==> config.mk <==
export PLATFORM = sky130hd
export DESIGN_NAME = detector_feed_sched
export DESIGN_NICKNAME = d
export VERILOG_FILES = /design/src/rtl/detector_feed_sched.sv
export SDC_FILE = /design/constraint.sdc
export NUM_CORES = 1
export LEC_CHECK = 0
export BUFFER_PORTS_ARGS = -buffer_cell sky130_fd_sc_hd__clkbuf_2
export CORE_MARGIN = 1.5
export CORE_UTILIZATION = 50
export DETAILED_ROUTE_END_ITERATION = 16
export PLACE_DENSITY_LB_ADDON = 0.05
export RECOVER_POWER = 25
export SYNTH_ARGS = -nofsm -noshare
export SYNTH_HDL_FRONTEND = slang
export SYNTH_SLANG_ARGS = --single-unit
==> constraint.sdc <==
create_clock -name clk -period 12.25 [get_ports clk]
set_input_delay 0.6125 -clock clk [delete_from_list [all_inputs] [get_ports clk]]
set_output_delay 0.6125 -clock clk [all_outputs]
set_load 0.005 [all_outputs]
==> src/rtl/detector_feed_sched.sv <==
// rtl/detector_feed_sched.sv - R/Y operand feeder and layer scheduler for a tree-search MIMO detector
//
// Loads an upper-triangular R matrix (NUM_R elements, shifted into r_flat so the
// first element ends in the MSB slot) and one Y vector per frame, then walks the
// detection tree from layer N_DIM down to 1, spending LAYER_CYC cycles per layer.
// R is reused across frames until reload_r requests a new matrix.
//
// Ports:
//   clk, rstn              clock; asynchronous reset, active-high
//   r_valid/r_data/r_ready R element stream (accepted in LOAD_R only)
//   y_valid/y_data/y_ready Y sample stream, y_N first (accepted in LOAD_Y only)
//   reload_r               request a fresh R matrix after the current frame
//   r_flat, r_loaded       stored matrix and its completeness flag
//   layer_start            first cycle of each layer slot
//   layer_idx, y_cur       current layer (0 outside RUN) and its Y sample
//   done, frame_cnt        end-of-frame pulse and completed-frame counter
module detector_feed_sched #(
   parameter int N_DIM     = 8,
   parameter int R_W       = 8,
   parameter int Y_W       = 12,
   parameter int LAYER_CYC = 4,
   localparam int NUM_R    = N_DIM * (N_DIM + 1) / 2,
   localparam int IDX_W    = $clog2(N_DIM + 1)
) (
   input  logic                   clk,
   input  logic                   rstn,
   input  logic                   r_valid,
   input  logic [R_W-1:0]         r_data,
   output logic                   r_ready,
   input  logic                   y_valid,
   input  logic [Y_W-1:0]         y_data,
   output logic                   y_ready,
   input  logic                   reload_r,
   output logic [R_W*NUM_R-1:0]   r_flat,
   output logic                   r_loaded,
   output logic                   layer_start,
   output logic [IDX_W-1:0]       layer_idx,
   output logic [Y_W-1:0]         y_cur,
   output logic                   done,
   output logic [15:0]            frame_cnt
);

   localparam int RC_W   = $clog2(NUM_R);
   localparam int SLOT_W = $clog2(N_DIM);
   localparam int CYC_W  = $clog2(LAYER_CYC);

   localparam logic [RC_W-1:0]   R_LAST    = RC_W'(NUM_R - 1);
   localparam logic [SLOT_W-1:0] SLOT_LAST = SLOT_W'(N_DIM - 1);
   localparam logic [CYC_W-1:0]  CYC_LAST  = CYC_W'(LAYER_CYC - 1);

   typedef enum logic [1:0] {S_LOAD_R, S_LOAD_Y, S_RUN, S_DONE} state_t;

   state_t            state, state_nx;
   logic [RC_W-1:0]   r_cnt;
   logic [SLOT_W-1:0] y_cnt;
   logic [SLOT_W-1:0] slot;
   logic [CYC_W-1:0]  cyc;
   logic [Y_W-1:0]    y_mem [N_DIM];
   logic [Y_W-1:0]    y_hold;
   logic              pending;
   logic              r_fire, y_fire, run_last, enter_load_r;

   always_comb begin
      r_ready      = (state == S_LOAD_R);
      y_ready      = (state == S_LOAD_Y);
      r_fire       = r_valid && r_ready;
      y_fire       = y_valid && y_ready;
      run_last     = (state == S_RUN) && (slot == SLOT_LAST) && (cyc == CYC_LAST);
      layer_start  = 1'b0;
      layer_idx    = '0;
      y_cur        = y_hold;   // holds the last layer's sample outside RUN
      done         = 1'b0;
      state_nx     = state;
      case (state)
         S_LOAD_R: if (r_fire && (r_cnt == R_LAST)) state_nx = S_LOAD_Y;
         S_LOAD_Y: if (y_fire && (y_cnt == SLOT_LAST)) state_nx = S_LOAD_Y == S_LOAD_Y ? S_RUN : S_RUN;
         S_RUN: begin
            layer_start = (cyc == '0);
            layer_idx   = IDX_W'(N_DIM) - IDX_W'(slot);
            y_cur       = y_mem[slot];
            if (run_last) state_nx = S_DONE;
         end
         S_DONE: begin
            done     = 1'b1;
            // a request arriving in the DONE cycle itself still takes effect
            state_nx = (pending || reload_r) ? S_LOAD_R : S_LOAD_Y;
         end
         default: state_nx = S_LOAD_R;
      endcase
      enter_load_r = (state == S_DONE) && (state_nx == S_LOAD_R);
   end

   always_ff @(posedge clk or posedge rstn) begin
      if (rstn) begin
         state     <= S_LOAD_R;
         r_flat    <= '0;
         r_loaded  <= 1'b0;
         r_cnt     <= '0;
         y_cnt     <= '0;
         slot      <= '0;
         cyc       <= '0;
         pending   <= 1'b0;
         frame_cnt <= '0;
         y_hold    <= '0;
         for (int i = 0; i < N_DIM; i++) y_mem[i] <= '0;
      end else begin
         state  <= state_nx;
         y_hold <= y_cur;

         // oldest element migrates toward the MSB end
         if (r_fire) begin
            r_flat <= {r_flat[R_W*(NUM_R-1)-1:0], r_data};
            if (r_cnt == R_LAST) begin
               r_cnt    <= '0;
               r_loaded <= 1'b1;
            end else begin
               r_cnt <= r_cnt + 1'b1;
            end
         end

         if (enter_load_r) begin
            r_loaded <= 1'b0;
            r_cnt    <= '0;
            pending  <= 1'b0;
         end else if (reload_r && (state != S_LOAD_R)) begin
            pending <= 1'b1;
         end

         // y_mem[0] holds y_N, so slot k reads y_(N_DIM-k) directly
         if (y_fire) begin
            y_mem[y_cnt] <= y_data;
            y_cnt        <= (y_cnt == SLOT_LAST) ? '0 : y_cnt + 1'b1;
         end

         if (state == S_RUN) begin
            if (cyc == CYC_LAST) begin
               cyc  <= '0;
               slot <= run_last ? '0 : slot + 1'b1;
            end else begin
               cyc <= cyc + 1'b1;
            end
         end

         if (run_last) frame_cnt <= frame_cnt + 1'b1;
      end
   end

endmodule

==> summary.md <==
| Metric | Value |
|---|---|
| Top_reg_cell synth | `dfrtp_1` |
| WS Path Type | `reg -> out` |
| Die area | `0.03561 mm^2` |
| Worst slew margin | `-45.62%` |
| CTS Root Cell | `clkbuf_16` |
| Failing checks | `max-capacitance violations, max-slew violations` |
| Skew final | `0.02293 ns` |
| Vias | `12466` |
| Die height | `~190 um` |
| Filler instances | `2999` |
| Initial antenna violation count | `0` |
| CTS buffer count | `47` |
| Share of cells above drive strength 1 | `20.93%` |
| Final WL | `41080 um` |
| Synth top area cells | `dfrtp_1, nand2_1, mux2_2` |
| Period minus WS final | `3.495 ns` |
| Area grow syn2layout | `19.74%` |
| Post-CTS resize count | `0` |
| First-pass GRT wire length | `66180 um` |
| I/O pin cnt | `350` |
| Top Layer Used | `met4` |
| Total internal power | `about 0.0024 W` |
| Final setup vio count | `0` |
| Post-synth top area cell | `dfrtp_1` |
| Hold_sp | `r_data[0]` |
| DP Worst Slack | `just under 9 ns` |
| Worst-path clk slew | `0.06 ns` |
| Remaining DRCs | `0` |
| Port Buffers | `349` |
| Final Max Slew Viols | `51` |
| CP Launch Type | `flip-flop` |
| Drt wl/cell | `roughly 17 um` |
| Routability congestion estimate | `~0.80` |
| Critical path required time | `11.64 ns` |
| Async S/R FF share, synth | `between 90% and 100%` |
| Fin area | `around 0.021 mm^2` |
| Starting Density | `roughly half` |
| H-tree depth | `2` |
| Psw | `between 0.0007 and 0.0008 W` |
| CTS Hold Bufs | `0` |
| Clock group share of total power | `45.9%` |
| GRT overflow | `0` |
| Bufs on Longest Clock Path | `3` |
| Combinational share of power | `5.2%` |
| Synth cell types | `41` |
| F_max | `0.2862 GHz` |
| YS warnings | `0` |
| Fin crit share | `28.53%` |
| Pin count of the biggest net entering global routing | `234` |
| CTS tree | `yes` |
| P per Cell Area | `between 100 and 150 mW/mm^2` |
| Skew-Pair Late Insertion Delay | `0.56 ns` |
| Endpoint class of the critical path | `output pin` |
| Via density per instance | `5.019` |
| # nets final | `2035` |
| Area after DPL | `0.01928 mm^2` |
| Vias in the first global route | `12148` |
| RSZ-0062 raised after global routing | `false` |
| Post-synth top area share | `62.40%` |
| Maximum vdd drop | `107.4 uV` |
| Post-route ant nets | `0` |
| Final WS setup | `8.755 ns` |
| Core Box Area | `0.03370 mm^2` |
| Met2 wire length | `19520 um` |
| Mapped Cells | `1674` |
| Final hold viol count | `0` |
| Post-synthesis sequential area ratio | `62.40%` |
| Status | `finished, violations left` |
| Worst r2r src | `state[1]` |
| HP Class | `in -> reg` |
| # rows | `67` |
| Worst-path maximum fanout | `28` |
| Number of post-CTS setup repair buffers | `0` |
| Synthesized area | `~0.017 mm^2` |
| Sequential share of power | `48.9%` |
| Avg Cell Area, Syn | `a little over 10 um^2` |
| Pre-antenna DRT Iters | `5` |
| Worst-Margin Slew | `roughly 2.2 ns` |
| Tot GR Track Use | `23.05%` |
| Met1 WL | `~18000 um` |
| Drt initial violations | `around 910` |
| DIE WIDTH | `188.7 um` |
| Clock sink count | `430` |
| Leakage | `around 11 nW` |
| Syn nets | `1708` |
| Setup TNS | `0 ns` |
| Critical path arrival | `2.88 ns` |
| Post-synth EDFFs | `0` |
| Switching Share | `23.15%` |
| Synth Register Bits | `between 400 and 500` |
| Max-cap violations | `1` |
| Met3 wire len | `around 2800 um` |
| Critical path startpoint | `state[1]` |
| Post-DP HPWL | `26090 um` |
power groups by stage:
stage          Clock [W]  Combinational (W)  Sequential [W]
2_1_floorplan          0          0.0000936         0.00153
3_5_place_dp           0           0.000171         0.00153
6_report         0.00141           0.000161         0.00151
4_1_cts          0.00145           0.000171         0.00151
5_1_grt          0.00151           0.000185         0.00151
3_3_place_gp           0           0.000169         0.00153
cells by family after synthesis:
kind of cell,Yosys count,share of synthesized area [%]
buffers and inverters,91,2.583
AND/OR/NAND/NOR,964,22.09
adder cells (fa/ha/maj),9,0.6530
multiplexers,131,10.27
flip-flops,430,62.40
XOR/XNOR,20,1.016
AO/OA/AOI/OAI,29,0.9940
final cells by class:
type                            instances  area (um^2)  area share, %
Sequential cell                       430        10760          52.11
Multi-Input combinational cell       1153         6041          29.25
Timing Repair Buffer                  363         1695          8.210
Clock buffer                           68         1395          6.756
Tap cell                              448        560.5          2.714
Clock inverter                         15        171.4         0.8301
Inverter                                6        23.77         0.1151
Antenna cell                            1        2.502        0.01212
cell usage after synthesis, types with 2 or more instances:
master	instances
nor2b_1	2
a221o_1	3
mux4_2	24
nor3b_2	2
clkbuf_1	25
mux2i_1	10
a21o_1	2
nand4_1	7
nand3b_1	2
buf_2	53
inv_1	6
ha_1	9
nor3_1	4
and2_1	3
buf_4	4
buf_6	3
nor2_1	16
xor2_1	6
mux2_4	10
o21ai_0	19
nand2_1	901
a21oi_1	3
nand3_1	9
nor3_2	2
nand2b_1	4
xnor2_1	14
dfrtp_1	430
and3_1	2
mux2_2	87
through the flow:
stage	total power (W)	hold slack, ns	utilization (%)	instances
final	0.003083	0.2566	61.28	2484
after global routing	0.003207	0.2422	61.27	2483
after CTS	0.003128	0.2287	61.85	2483
after detailed placement	0.001703	0.4637	57.20	2400
after global placement	0.001700	0.4598	57.20	2400
after floorplan	0.001624	0.4598	-	1674
path summary, 6_finish.rpt:
kind / endpoint / slack (ns) / cells past startpoint
max reg2reg: r_flat[238] / 9.26 / 5
max in group asynchronous: r_cnt[5] / 8.91 / 4
max: y_cur[10] / 8.76 / 4
min: r_flat[0] / 0.26 / 3
min in group asynchronous: r_flat[284] / 0.61 / 2
min reg2reg: r_flat[285] / 0.47 / 2
sequential cells by signal, summed over array words and instances (netlist names):
| signal | flops |
|---|---|
| frame_cnt | 16 |
| y_cnt | 3 |
| cyc | 2 |
| state | 2 |
| r_flat | 288 |
| y_mem | 96 |
| pending | 1 |
| slot | 3 |
| r_cnt | 6 |
| y_hold | 12 |
| r_loaded | 1 |
metal layers:
layer,up-vias,global-route usage [%]
met4,0,5.342
met3,43,5.439
li1,5968,-
met5,-,0
met2,323,36.98
met1,6132,31.98
placed cells by master (no fill, tap or decap), types with 16 or more instances in the layout:
cell       count
clkbuf_1     152
dfrtp_1      430
o21ai_0       19
clkbuf_16     47
mux4_2        24
nor2_1        16
nand2_1      900
clkbuf_2     204
mux2_2        87
critical path, stage by stage (launching register included):
cell	delay (ns)
dfrtp_1	0.64
nand2b_1	0.76
nor2_1	0.52
a221o_1	0.26
clkbuf_2	0.13
Note: power is estimated with default switching activity, not from simulation.
